## src/rtl/alu_pkg.sv

```systemverilog
// Shared opcode constants and arbiter FSM state type for the ALU and its
// two-requester arbiter.
package alu_pkg;

  localparam logic [3:0] OP_AND = 4'd0;
  localparam logic [3:0] OP_OR  = 4'd1;
  localparam logic [3:0] OP_ADD = 4'd2;
  localparam logic [3:0] OP_SUB = 4'd3;
  localparam logic [3:0] OP_SLL = 4'd4;
  localparam logic [3:0] OP_SRL = 4'd5;
  localparam logic [3:0] OP_XOR = 4'd6;
  localparam logic [3:0] OP_SRA = 4'd7;
  localparam logic [3:0] OP_EQ  = 4'd8;
  localparam logic [3:0] OP_LT  = 4'd9;

  typedef enum logic [1:0] {
    IDLE = 2'd0,
    EXEC = 2'd1,
    RESP = 2'd2
  } arb_state_t;

endpackage

```

## src/rtl/alu.sv

```systemverilog
// Combinational ALU. Shifts use the low log2(DATA_WIDTH) bits of src_b, and
// LT is a signed compare. Any opcode not listed yields zero.
module alu #(
  parameter int DATA_WIDTH    = 32,
  parameter int OPCODE_LENGTH = 4
) (
  input  logic [DATA_WIDTH-1:0]    src_a,
  input  logic [DATA_WIDTH-1:0]    src_b,
  input  logic [OPCODE_LENGTH-1:0] op,
  output logic [DATA_WIDTH-1:0]    result
);
  import alu_pkg::*;

  localparam int SHAMT_W = $clog2(DATA_WIDTH);

  logic [SHAMT_W-1:0] shamt;
  assign shamt = src_b[SHAMT_W-1:0];

  always_comb begin
    result = '0;
    case (op)
      OPCODE_LENGTH'(OP_AND): result = src_a & src_b;
      OPCODE_LENGTH'(OP_OR):  result = src_a | src_b;
      OPCODE_LENGTH'(OP_ADD): result = src_a + src_b;
      OPCODE_LENGTH'(OP_SUB): result = src_a - src_b;
      OPCODE_LENGTH'(OP_SLL): result = src_a << shamt;
      OPCODE_LENGTH'(OP_SRL): result = src_a >> shamt;
      OPCODE_LENGTH'(OP_XOR): result = src_a ^ src_b;
      OPCODE_LENGTH'(OP_SRA): result = DATA_WIDTH'($signed(src_a) >>> shamt);
      OPCODE_LENGTH'(OP_EQ):  result = DATA_WIDTH'(src_a == src_b);
      OPCODE_LENGTH'(OP_LT):  result = DATA_WIDTH'($signed(src_a) < $signed(src_b));
      default:                result = '0;
    endcase
  end

endmodule

```

## src/rtl/alu_arbiter.sv

```systemverilog
// Round-robin arbiter sharing one ALU between two requesters (IDLE/EXEC/RESP).
// Define ALU_ARB_PERF_CNT_EN to build the saturating per-requester grant counters.
module alu_arbiter #(
  parameter int DATA_WIDTH    = 32,
  parameter int OPCODE_LENGTH = 4
) (
  input  logic                       clk,
  input  logic                       reset,
  input  logic [1:0]                 req_valid,
  output logic [1:0]                 req_ready,
  input  logic [2*DATA_WIDTH-1:0]    req_src_a,
  input  logic [2*DATA_WIDTH-1:0]    req_src_b,
  input  logic [2*OPCODE_LENGTH-1:0] req_op,
  output logic [1:0]                 rsp_valid,
  input  logic [1:0]                 rsp_ready,
  output logic [DATA_WIDTH-1:0]      rsp_result,
  output logic [31:0]                grant_cnt0,
  output logic [31:0]                grant_cnt1
);
  import alu_pkg::*;

  arb_state_t state_reg, state_next;
  logic                     id_reg;
  logic                     last_grant_reg;
  logic                     grant;
  logic                     accept;
  logic [1:0]               ready_raw;
  logic [DATA_WIDTH-1:0]    a_reg, b_reg, result_reg, alu_result;
  logic [OPCODE_LENGTH-1:0] op_reg;

  logic [DATA_WIDTH-1:0]    src_a_arr [2];
  logic [DATA_WIDTH-1:0]    src_b_arr [2];
  logic [OPCODE_LENGTH-1:0] op_arr    [2];

  for (genvar gi = 0; gi < 2; gi++) begin : g_unpack
    assign src_a_arr[gi] = req_src_a[gi*DATA_WIDTH +: DATA_WIDTH];
    assign src_b_arr[gi] = req_src_b[gi*DATA_WIDTH +: DATA_WIDTH];
    assign op_arr[gi]    = req_op[gi*OPCODE_LENGTH +: OPCODE_LENGTH];
  end

  // Contention goes to the requester not served last; a lone request always wins.
  assign grant = (req_valid == 2'b11) ? ~last_grant_reg : req_valid[1];

  always_comb begin
    state_next = state_reg;
    ready_raw  = '0;
    rsp_valid  = '0;
    accept     = 1'b0;
    case (state_reg)
      IDLE: begin
        if (|req_valid) begin
          ready_raw[grant] = 1'b1;
          accept           = 1'b1;
          state_next       = EXEC;
        end
      end
      EXEC: state_next = RESP;
      RESP: begin
        rsp_valid[id_reg] = 1'b1;
        if (rsp_ready[id_reg]) state_next = IDLE;
      end
      default: state_next = IDLE;
    endcase
  end

  // Keep ready low while reset is held even if requesters are already valid.
  assign req_ready  = reset ? 2'b00 : ready_raw;
  assign rsp_result = result_reg;

  always_ff @(posedge clk or posedge reset) begin
    if (reset) begin
      state_reg      <= IDLE;
      id_reg         <= 1'b0;
      last_grant_reg <= 1'b1;
      a_reg          <= '0;
      b_reg          <= '0;
      op_reg         <= '0;
      result_reg     <= '0;
    end else begin
      state_reg <= state_next;
      if (accept) begin
        id_reg         <= grant;
        last_grant_reg <= grant;
        a_reg          <= src_a_arr[grant];
        b_reg          <= src_b_arr[grant];
        op_reg         <= op_arr[grant];
      end
      if (state_reg == EXEC) result_reg <= alu_result;
    end
  end

  alu #(
    .DATA_WIDTH   (DATA_WIDTH),
    .OPCODE_LENGTH(OPCODE_LENGTH)
  ) u_alu (
    .src_a (a_reg),
    .src_b (b_reg),
    .op    (op_reg),
    .result(alu_result)
  );

`ifdef ALU_ARB_PERF_CNT_EN
  logic [31:0] cnt0_reg, cnt1_reg;

  always_ff @(posedge clk or posedge reset) begin
    if (reset) begin
      cnt0_reg <= '0;
      cnt1_reg <= '0;
    end else if (accept) begin
      if (!grant && cnt0_reg != 32'hFFFF_FFFF) cnt0_reg <= cnt0_reg + 32'd1;
      if (grant && cnt1_reg != 32'hFFFF_FFFF)  cnt1_reg <= cnt1_reg + 32'd1;
    end
  end

  assign grant_cnt0 = cnt0_reg;
  assign grant_cnt1 = cnt1_reg;
`else
  assign grant_cnt0 = 32'd0;
  assign grant_cnt1 = 32'd0;
`endif

endmodule

```

## config.mk

```make
export PLATFORM = sky130hd
export DESIGN_NAME = alu_arbiter
export DESIGN_NICKNAME = d
export VERILOG_FILES = /design/src/rtl/alu_pkg.sv /design/src/rtl/alu.sv /design/src/rtl/alu_arbiter.sv
export SDC_FILE = /design/constraint.sdc
export NUM_CORES = 1
export LEC_CHECK = 0
export CORE_MARGIN = 2
export CORE_UTILIZATION = 35
export CTS_CLUSTER_DIAMETER = 100
export CTS_CLUSTER_SIZE = 28
export DETAILED_ROUTE_END_ITERATION = 8
export PLACE_DENSITY = 0.65
export SETUP_SLACK_MARGIN = 0.5
export SYNTH_ARGS = -nofsm -noshare
export SYNTH_HDL_FRONTEND = slang
export SYNTH_SLANG_ARGS = --single-unit
```

## constraint.sdc

```tcl
create_clock -name clk -period 6.8 [get_ports clk]
set_input_delay 1.7 -clock clk [delete_from_list [all_inputs] [get_ports clk]]
set_output_delay 1.7 -clock clk [all_outputs]
set_load 0.02 [all_outputs]
```

======== Word level (Yosys, flattened, before mapping) ========
Cells that the tools add are included.
W data, S select, Z words.
word-level totals
  flip-flop bits (word level) ............. 104
operators by class
  $lt $le $gt $ge ......................... 6
  reductions and logical operators ........ 6
  multiplexer cells ....................... 26
  shift-type cells ........................ 3
  eq/ne operators ......................... 15
  add/subtract/negate cells ............... 2
  bitwise operators ....................... 5
operators by type and width
  cell                  count
  $pmux W32 S10         1
  $mux W32              6
  $add A32 B32 Y32      1
  $and A32 B32 Y32      1
  $eq A32 B32 Y1        1
  $lt A32 B32 Y1        1
  $or A32 B32 Y32       1
  $shl A32 B5 Y32       1
  $shr A32 B5 Y32       1
  $sshr A32 B5 Y32      1
  $sub A32 B32 Y32      1
  $xor A32 B32 Y32      1
  $eq A4 B3 Y1 const B  4
  $mux W2               6
  $mux W4               3
  $eq A4 B2 Y1 const B  2
  $eq A4 B4 Y1 const B  2
  $mux W1               7
  $pmux W2 S3           1
  $eq A2 B2 Y1 const B  2
  $eq A4 B1 Y1 const B  1
  $logic_not A4 Y1      1
  $lt A1 B2 Y1 const B  2
  $ne A2 B2 Y1 const B  2
  10 further kinds      13

======== Longest topological paths before layout ========
Gate-level depths: netlist (run 1).
  depth in word-level cells ............... 9
  mapped depth ............................ 16
  depth with buffers taken out ............ 12

======== Cells and area by module ========
A second synthesis (run 1) with hierarchy kept.
second synthesis, totals
  cells, all modules ...................... 1878
  area, all modules ....................... 14054.7 µm²
modules (own cells, without submodules)
  module       seq. area each (µm²)  cells an instance  area an instance (µm²)  instances
  alu          0.0                   1344               8886.0                  1
  alu_arbiter  2603.7                534                5168.7                  1

======== Worst setup path after synthesis (run 1) ========
Ideal clock, no wire load.
  kind .................................... input-to-output
  start ................................... in reset
  end ..................................... out req_ready[1]
  data arrival time ....................... 4404 ps
  cell stages on the path ................. 2
  path buffers ............................ 0
  setup slack ............................. 696 ps
  required time ........................... 5100 ps
  cells stage by stage .................... inv_1 -> and3_1
on the way
  word-level cells in the longest chain between the ends .. 1
RTL lines
  element          RTL line           source
  start, declared  alu_arbiter.sv:8   input logic reset,
  $mux W2          alu_arbiter.sv:67  assign req_ready = reset ? 2'b00 : ready_raw;
  end, declared    alu_arbiter.sv:10  output logic [1:0] req_ready,
Every way passes these cells.

======== Worst setup path after layout (run 1) ========
  start ................................... in req_valid[0]
  end ..................................... out req_ready[1]
on the way
  word-level cells in the longest chain between the ends .. 9
  elaborated cells between the ends (all ways) .. 11
RTL lines
  element                                                                    RTL line           source
  start, declared                                                            alu_arbiter.sv:9   input logic [1:0] req_valid,
  $eq A2 B2 Y1                                                               alu_arbiter.sv:42  assign grant = (req_valid == 2'b11) ? ~last_grant_reg : req_valid[1];
  $mux W1                                                                    alu_arbiter.sv:42
  $lt A1 B2 Y1 (not written as such) / $ge A1 B1 Y1 (equally long branches)  alu_arbiter.sv:52  ready_raw[grant] = 1'b1;
  $logic_and A1 B1 Y1 (not written as such)                                  alu_arbiter.sv:52
  $mux W1 (not written as such)                                              alu_arbiter.sv:52
  $demux W1 S1                                                               alu_arbiter.sv:52
  $mux W2 *                                                                  alu_arbiter.sv:51  if (|req_valid) begin
  $mux W2 *                                                                  alu_arbiter.sv:49  case (state_reg)
  $mux W2 *                                                                  alu_arbiter.sv:67
Mark *: on every way between the ends. The rest lies on a longest branch, timed or not.

==> results.py, run 1 <==
metrics = {
    "grt": {
        "grt_pass1_wl_mm": 90.57,
        "overflow": 0,
        "grt_antenna_before_repair": 1,
        "grt_pass1_vias": 13701,
        "gr-usage-all-layers_pct": 29.47,
        "grt_max_degree": 100,
    },
    "flow_run": {
        "cap_violations": 0,
    },
    "clock_network": {
        "cts_sinks": 104,
        "numCtsBuffers": 9,
        "h-tree-depth": 3,
        "clk_path_buf_depth": 2,
        "clkSlewWorstSetupHoldPaths_ns": 0.08,
        "cts.repair.resized": 0,
        "cts_tree": "done",
        "cts_hold_buf": 0,
        "postCtsSetupBuffers": 0,
        "clock_latency_ns": 0.39,
        "cts_root_buffer": "clkbuf_16",
    },
    "die": {
        "die_y_um": 203.5,
        "die-area_um2": 41390,
        "io_pins": 242,
        "die_w_um": 203.5,
        "rows": 73,
        "core_area_um2": 39460,
        "start_util_pct": 35.29,
    },
    "worst_hold_path": {
        "min_delay_path_depth": 2,
        "hold_end": "rsp_result[3]$_DFFE_PP0N_",
        "min_from": "rsp_result[3]$_DFFE_PP0N_",
        "hp-class": "flip-flop to flip-flop",
    },
    "drt": {
        "vias_per_cell": 6.161,
        "ant_nets": 0,
        "via_count": 15119,
        "drt_iter0_markers": 2079,
        "drc_errors": 0,
        "wl_per_cell_um": 25.25,
        "wl_met1_mm": 26.06,
        "routed_wl_mm": 61.97,
        "wl_met3_mm": 6.975,
        "dr.max_layer_used": "met5",
        "dr_wl_met2_mm": 25.65,
        "first_pass_iters": 6,
    },
    "worst_setup_path": {
        "reg2reg_depth": 11,
        "r2r_end": "rsp_result[11]$_DFFE_PP0N_",
        "rrSetupSlack_ns": 2.32,
        "cpPeakStageDelay_ns": 0.60,
        "cp_cell_sequence": "clkdlybuf4s50_1, nand2_1, and2_2, and3_1, clkdlybuf4s50_1",
        "cp.required_ns": 5.10,
        "worst-setup-path-type": "primary input to output port",
        "critPathMaxFanout": 19,
        "cp_slowest_cell": "clkdlybuf4s50_1",
        "crit_path_end_kind": "output port",
        "path_delay_family": "buffers and inverters",
        "cp_common_cell": "clkdlybuf4s50_1",
        "path_buf_inv": 2,
        "arrival_ns": 3.41,
        "r2r_start": "b_reg[1]$_DFFE_PP0P_",
        "cp-start-kind": "primary input",
    },
    "layout": {
        "drive_gt1_share_pct": 7.932,
        "finalNetCount": 2167,
        "diodes": 0,
        "fin_area_um2": 16080,
        "areaGrowthSynthToFinish_pct": 15.51,
    },
    "synth": {
        "syn_inst": 1850,
        "synth_commonest_cells": "280 x nand2_1, 217 x nor2_1, 106 x a21oi_1, 106 x o21ai_0, 103 x dfrtp_1",
        "synth_edf_count": 0,
        "synth_area_leaders": "dfrtp_1 19%, mux4_2 9.4%, ha_1 8.9%",
        "yosysWarnings": 0,
        "synthDominantCellAreaShare_pct": 18.51,
        "yosys_most_used_dff": "dfrtp_1",
        "synth_area_per_cell_um2": 7.526,
        "synth-seq-area-share_pct": 18.70,
        "synth_area_leader_cell": "dfrtp_1",
        "async_flop_share_pct": 100.0,
        "ys_types": 87,
        "syn_area_um2": 13920,
        "ys_ff_latch": 104,
        "synthMostInstantiatedCell": "nand2_1",
    },
    "place": {
        "dp_hpwl_mm": 47.87,
        "port_buffers": 177,
        "placed_area_um2": 15770,
        "place_congestion": 1.017,
        "post-place-ws_ns": 1.686,
    },
    "outcome": {
        "outcome": "complete, no violations",
    },
    "timing": {
        "fin_skew_ns": 0.01615,
        "relSlewSlack_pct": 27.99,
        "tightest_slew_ns": 1.072,
        "layout_min_cycle_time_ns": 5.110,
        "finalCritPeriodShare_pct": 75.15,
        "hold_viol_final": 0,
        "maxSlewViolCount": 0,
        "max_freq_ghz": 0.1957,
        "rsz0062_at_grt": "false",
        "fin_setup_tns_ns": 0,
        "finalSetupViolations": 0,
        "setup_ws_ns": 1.690,
    },
}
[metrics by stage]
step	hold WS, ns	cells	util [%]
floorplan	0.4936	1913	-
global placement	0.4626	2438	39.96
detailed placement	0.4735	2438	39.96
CTS	0.4916	2454	40.76
global route	0.5100	2454	40.76
finish	0.4830	2454	40.76
[how the worst max path moves through the flow]
stage | cells past startpoint | to | start
2_1_floorplan | 2 | req_ready[1] | reset
3_3_place_gp | 5 | req_ready[0] | req_valid[0]
3_5_place_dp | 5 | req_ready[1] | req_valid[0]
4_1_cts | 5 | req_ready[1] | req_valid[0]
5_1_grt | 5 | req_ready[0] | req_valid[0]
6_report | 5 | req_ready[1] | req_valid[0]
[kinds of logic after synthesis]
family | after synthesis | share of synthesized area, %
multiplexers | 116 | 13.70
adder cells (fa/ha/maj) | 101 | 9.184
AO/OA/AOI/OAI | 557 | 26.88
other | 1 | 0.02693
buffers and inverters | 310 | 10.56
XOR/XNOR | 17 | 1.069
AND/OR/NAND/NOR | 644 | 19.89
flip-flops | 104 | 18.70
[cell type report]
| cell class | instances | area, um2 |
|---|---|---|
| clock inverter | 7 | 88.84 |
| sequential | 104 | 2611 |
| inverter | 101 | 384.1 |
| fill | 4121 | 23370 |
| multi-input combinational | 1499 | 10100 |
| tap | 525 | 656.9 |
| clock buffer | 9 | 225.2 |
| timing repair buffer | 209 | 2012 |
[layer usage]
layer,vias up,global-route usage (%)
met5,-,0
met4,2,14.39
met3,146,6.967
met2,977,42.06
met1,7247,41.48
li1,6747,-
[cells in the final DEF (no fill, tap or decap), types with 10 or more instances in the layout]
cell type,n
a31oi_1,80
o21ai_1,12
mux2_2,16
inv_1,94
xnor2_1,16
nand2b_1,22
nand2_1,279
dfrtp_1,99
o211ai_1,21
mux4_2,58
buf_4,32
clkdlybuf4s50_1,177
a21o_1,16
a21oi_1,106
conb_1,64
ha_1,99
nand3_1,19
mux2i_1,42
nor3_1,34
nor2_1,217
a32oi_1,10
nor2b_1,11
a221oi_1,21
o221ai_1,14
a22oi_1,13
o21bai_1,11
a211oi_1,33
o21ai_0,106
[worst reg2reg max path, cell delays in order, from the launching register on]
cell and delay [ns]:
dfrtp_2 0.54, clkinv_1 0.54, ha_1 0.58, a211oi_1 0.42, o211ai_1 0.20, a41oi_1 0.64
o21bai_1 0.12, a211oi_1 0.26, a21oi_1 0.08, xnor2_1 0.22, a221oi_1 0.58, o21ai_0 0.15
Power of run 1 is left out: the tool's default activity adds up to more than one toggle a clock period on the data nets, which glitch-free logic cannot reach.
==> inputs of run 2 (changes only) <==
Settings changed: PLACE_DENSITY 0.65 to 0.67.
Clock period 6.8 ns to 4.35 ns, I/O delays scaled along.
==> run 2 against run 1 <==
Worst hold slack improved by 0.0049 ns. First-iteration DRC count fell by 13%. Final cell count rose by 2.9%. Wire length rose by 5.8%. Global-route usage rose by 1.9 points. Critical path type is now flip-flop to flip-flop. Non-clock buffer count rose by 70. Clock skew rose by 0.0066 ns. Sequential share of layout area fell by 0.55 points. Utilization rose by 1.4 points. Die area did not move.
==> results.py, run 2 (synthesis gave the netlist of run 1 again) <==
metrics = {
    "drt": {
        "wl_per_cell_um": 25.96,
        "first_pass_iters": 5,
        "via_count": 15382,
        "routed_wl_mm": 65.55,
        "drc_errors": 0,
        "ant_nets": 0,
        "vias_per_cell": 6.092,
        "drt_iter0_markers": 1810,
    },
    "timing": {
        "hold_viol_final": 0,
        "fin_setup_tns_ns": 0,
        "finalSetupViolations": 0,
        "maxSlewViolCount": 0,
        "fin_skew_ns": 0.02275,
        "max_freq_ghz": 0.2553,
        "relSlewSlack_pct": 14.95,
        "rsz0062_at_grt": "false",
        "layout_min_cycle_time_ns": 3.917,
        "finalCritPeriodShare_pct": 90.04,
        "tightest_slew_ns": 1.273,
    },
    "worst_setup_path": {
        "arrival_ns": 4.18,
        "crit_path_end_kind": "flip-flop",
        "worst-setup-path-type": "flip-flop to flip-flop",
        "path_buf_inv": 2,
        "critPathMaxFanout": 85,
        "cp-start-kind": "flip-flop",
        "cp.required_ns": 4.61,
        "cp_slowest_cell": "a2111oi_1",
        "cpPeakStageDelay_ns": 1.05,
        "cp_cell_sequence": "buf_12, mux2_2, mux2i_1, a211oi_1, o21ai_0, a22oi_1, a2111oi_1, buf_4, o21ai_1",
        "path_delay_family": "compound AO/OA/AOI/OAI gates",
    },
    "place": {
        "port_buffers": 177,
        "dp_hpwl_mm": 51.16,
        "placed_area_um2": 16340,
        "place_congestion": 1.060,
    },
    "die": {
        "start_util_pct": 35.29,
        "die_w_um": 203.5,
        "core_area_um2": 39460,
        "die_y_um": 203.5,
        "rows": 73,
        "die-area_um2": 41390,
        "io_pins": 242,
    },
    "grt": {
        "grt_pass1_vias": 14391,
        "gr-usage-all-layers_pct": 31.39,
        "grt_max_degree": 86,
        "overflow": 0,
        "grt_antenna_before_repair": 1,
        "grt_pass1_wl_mm": 96.66,
    },
    "clock_network": {
        "clock_latency_ns": 0.40,
        "postCtsSetupBuffers": 0,
        "h-tree-depth": 3,
        "numCtsBuffers": 9,
        "cts_hold_buf": 0,
        "clk_path_buf_depth": 2,
        "clkSlewWorstSetupHoldPaths_ns": 0.10,
        "cts_sinks": 104,
        "cts_root_buffer": "clkbuf_16",
        "cts_tree": "done",
        "cts.repair.resized": 0,
    },
    "layout": {
        "layout_commonest_cell": "nand2_1",
        "fin_area_um2": 16640,
        "finalNetCount": 2237,
        "areaGrowthSynthToFinish_pct": 19.54,
        "mostFrequentLayoutCells": "279 x nand2_1, 217 x nor2_1, 177 x clkdlybuf4s50_1, 106 x a21oi_1, 106 x o21ai_0",
        "nFillCells": 4147,
        "drive_gt1_share_pct": 11.16,
    },
    "worst_hold_path": {
        "hp-class": "flip-flop to flip-flop",
    },
    "outcome": {
        "outcome": "complete, no violations",
    },
    "flow_run": {
        "cap_violations": 0,
    },
}
## run 2: area by class of cell
type / count / area [um2] / share of cell area (%)
diodes: 1 / 2.502 / 0.01504
clock buffers: 9 / 225.2 / 1.353
clock inverters: 7 / 72.57 / 0.4360
inverters: 101 / 385.4 / 2.315
multi-input cells: 1499 / 10110 / 60.77
flip-flops and latches: 104 / 2611 / 15.69
well taps: 525 / 656.9 / 3.947
repair buffers: 279 / 2575 / 15.47
## run 2: layer usage
metal	wire (um)	share of wire, %	track usage [%]
met3	7265	11	7.766
met5	17	0.026	0
met4	3077	4.7	14.39
met1	27890	43	43.92
met2	27300	42	45.31
## run 2: path summary, 6_finish.rpt
path	start	endpoint	slack, ns	depth (start not counted)
setup / recovery	b_reg[1]$_DFFE_PP0P_	rsp_result[4]$_DFFE_PP0N_	0.43	9
hold / removal	rsp_result[9]$_DFFE_PP0N_	rsp_result[9]$_DFFE_PP0N_	0.49	2
setup reg to reg	b_reg[1]$_DFFE_PP0P_	rsp_result[4]$_DFFE_PP0N_	0.43	9
hold reg to reg	rsp_result[9]$_DFFE_PP0N_	rsp_result[9]$_DFFE_PP0N_	0.49	2
max in group asynchronous	reset	b_reg[24]$_DFFE_PP0P_	1.81	4
min in group asynchronous	reset	a_reg[14]$_DFFE_PP0P_	1.29	3
## run 2: worst reg2reg max path: cells and delay by family (launching register included)
| kind | cells | cell delay (ns) |
|---|---|---|
| muxes | 2 | 0.90 |
| DFF | 1 | 0.42 |
| AOI/OAI and AO/OA | 5 | 1.83 |
| buffers and inverters | 2 | 0.64 |
## run 2: per-stage QoR
stage | std cells | setup slack [ns] | utilization (%) | hold WS [ns]
after floorplan | 1913 | 0.1859 | - | 0.4936
after global placement | 2508 | 0.6115 | 41.42 | 0.4647
after detailed placement | 2508 | 0.5890 | 41.42 | 0.4736
after CTS | 2524 | 0.5865 | 42.17 | 0.4941
after global routing | 2524 | 0.5145 | 42.17 | 0.5085
final | 2525 | 0.4334 | 42.18 | 0.4879
Power of run 2 is left out for the same reason.
==> inputs of run 3 (changes only) <==
Settings changed: CORE_ASPECT_RATIO from default to 0.75.
==> run 3 against run 2 <==
Utilization up 0.24 points. Critical path type unchanged. Register-to-register slack improved by 0.17 ns. Clock skew is 0.0066 ns higher. Via count is 3.0% higher. Die area about the same. Count of clock-buffer cells in the layout up 2. Sequential share of layout area down 0.069 points. Final cell count rose by 0.20%. Critical endpoint is now rsp_result[27]$_DFFE_PP0N_. Critical path depth is 2 higher. Non-clock buffer count up 9. Worst hold slack worse by 0.0024 ns. Flip-flop and latch count unchanged.
==> results.py, run 3 (synthesis gave the netlist of run 1 again) <==
metrics = {
    "place": {
        "placed_area_um2": 16370,
        "place_congestion": 1.106,
        "dp_hpwl_mm": 55.52,
        "port_buffers": 177,
        "post-place-ws_ns": 0.6179,
    },
    "flow_run": {
        "cap_violations": 0,
    },
    "grt": {
        "grt_pass1_wl_mm": 101.9,
        "grt_antenna_before_repair": 3,
        "grt_max_degree": 99,
        "grt_pass1_vias": 14844,
        "overflow": 0,
        "gr-usage-all-layers_pct": 33.85,
    },
    "layout": {
        "areaGrowthSynthToFinish_pct": 20.07,
        "multi_input_area_um2": 10130,
        "layout_commonest_cell": "nand2_1",
        "drive_gt1_share_pct": 11.65,
        "finalNetCount": 2246,
        "register_area_um2": 2611,
        "nFillCells": 4064,
        "fin_area_um2": 16720,
        "mostFrequentLayoutCells": "279 x nand2_1, 217 x nor2_1, 177 x clkdlybuf4s50_1, 110 x buf_4, 106 x o21ai_0",
    },
    "clock_network": {
        "postCtsSetupBuffers": 0,
        "clkSlewWorstSetupHoldPaths_ns": 0.08,
        "cts.repair.resized": 0,
        "cts_tree": "done",
        "cts_hold_buf": 0,
        "cts_root_buffer": "clkbuf_16",
        "numCtsBuffers": 9,
        "clk_path_buf_depth": 2,
        "h-tree-depth": 3,
        "cts_sinks": 104,
        "clock_latency_ns": 0.42,
    },
    "drt": {
        "via_count": 15845,
        "wl_per_cell_um": 27.76,
        "vias_per_cell": 6.263,
        "drc_errors": 0,
        "drt_iter0_markers": 2467,
        "ant_nets": 0,
        "routed_wl_mm": 70.24,
        "first_pass_iters": 7,
    },
    "timing": {
        "finalSetupViolations": 0,
        "rsz0062_at_grt": "false",
        "max_freq_ghz": 0.2668,
        "tightest_slew_ns": 1.132,
        "maxSlewViolCount": 0,
        "setup_ws_ns": 0.6019,
        "layout_min_cycle_time_ns": 3.748,
        "fin_skew_ns": 0.02938,
        "fin_setup_tns_ns": 0,
        "hold_viol_final": 0,
        "finalCritPeriodShare_pct": 86.16,
        "whs_ns": 0.4855,
        "relSlewSlack_pct": 23.72,
    },
    "outcome": {
        "outcome": "complete, no violations",
    },
    "worst_setup_path": {
        "arrival_ns": 4.04,
        "crit_path_end_kind": "flip-flop",
        "reg2reg_depth": 11,
        "r2r_start": "b_reg[12]$_DFFE_PP0P_",
        "rrSetupSlack_ns": 0.60,
        "cp.required_ns": 4.64,
        "cp-startpoint": "b_reg[12]$_DFFE_PP0P_",
        "r2r_end": "rsp_result[27]$_DFFE_PP0N_",
        "cp-start-kind": "flip-flop",
        "worst-setup-path-type": "flip-flop to flip-flop",
        "critPathMaxFanout": 8,
        "crit_end": "rsp_result[27]$_DFFE_PP0N_",
    },
    "die": {
        "die_y_um": 176.7,
        "core_area_um2": 39410,
        "io_pins": 242,
        "start_util_pct": 35.33,
        "die_w_um": 234.3,
        "rows": 63,
        "die-area_um2": 41410,
    },
    "worst_hold_path": {
        "hp-class": "flip-flop to flip-flop",
    },
}
[run 3: cell count changes in the layout (fill, tap and decap cells not counted), sizes merged]
cell      previous run  this run
clkinvlp             1         2
clkbuf               9        11
inv                101        99
buf                102       111
bufinv               0         2
clkinv               6         3
diode                1         2
[run 3: worst max-delay path, stage by stage, from the launching register on]
cell and delay [ns]:
dfrtp_1 0.46, inv_1 0.11, ha_1 0.44, a21o_1 0.25
a221o_1 0.33, a211o_1 0.29, a221o_1 0.37, a21oi_1 0.42
o21ai_0 0.34, o311a_1 0.41, o22ai_1 0.13, a21oi_1 0.08
[run 3: cell type report]
cell class              instances  share of cell area (%)
diodes                          2                 0.02994
clock buffers                  11                   1.392
clock inverters                 5                  0.5239
inverters                     101                   2.305
multi-input cells            1499                   60.58
flip-flops and latches        104                   15.62
well taps                     520                   3.892
repair buffers                288                   15.66
[run 3: metal layers]
metal	up-vias	routed length, um	GRT usage (%)
met4	6	2488	10.40
met5	-	38	0
met1	7601	30160	48.99
met3	155	10560	13.77
met2	1188	27000	45.10
li1	6895	-	-
[run 3: how the worst min path moves through the flow]
stage	from	to	slack [ns]	cells after the start
2_1_floorplan	last_grant_reg$_DFFE_PP1P_	last_grant_reg$_DFFE_PP1P_	0.49	1
3_3_place_gp	rsp_result[13]$_DFFE_PP0N_	rsp_result[13]$_DFFE_PP0N_	0.46	2
3_5_place_dp	rsp_result[2]$_DFFE_PP0N_	rsp_result[2]$_DFFE_PP0N_	0.48	2
4_1_cts	rsp_result[5]$_DFFE_PP0N_	rsp_result[5]$_DFFE_PP0N_	0.49	2
5_1_grt	last_grant_reg$_DFFE_PP1P_	last_grant_reg$_DFFE_PP1P_	0.53	1
6_report	rsp_result[5]$_DFFE_PP0N_	rsp_result[5]$_DFFE_PP0N_	0.49	2
[run 3: per-stage QoR]
stage / std cells / util, %
2_1_floorplan: 1913 / -
3_3_place_gp: 2512 / 41.53
3_5_place_dp: 2512 / 41.53
4_1_cts: 2528 / 42.35
5_1_grt: 2528 / 42.40
6_report: 2530 / 42.42
Power of run 3 is left out for the same reason.
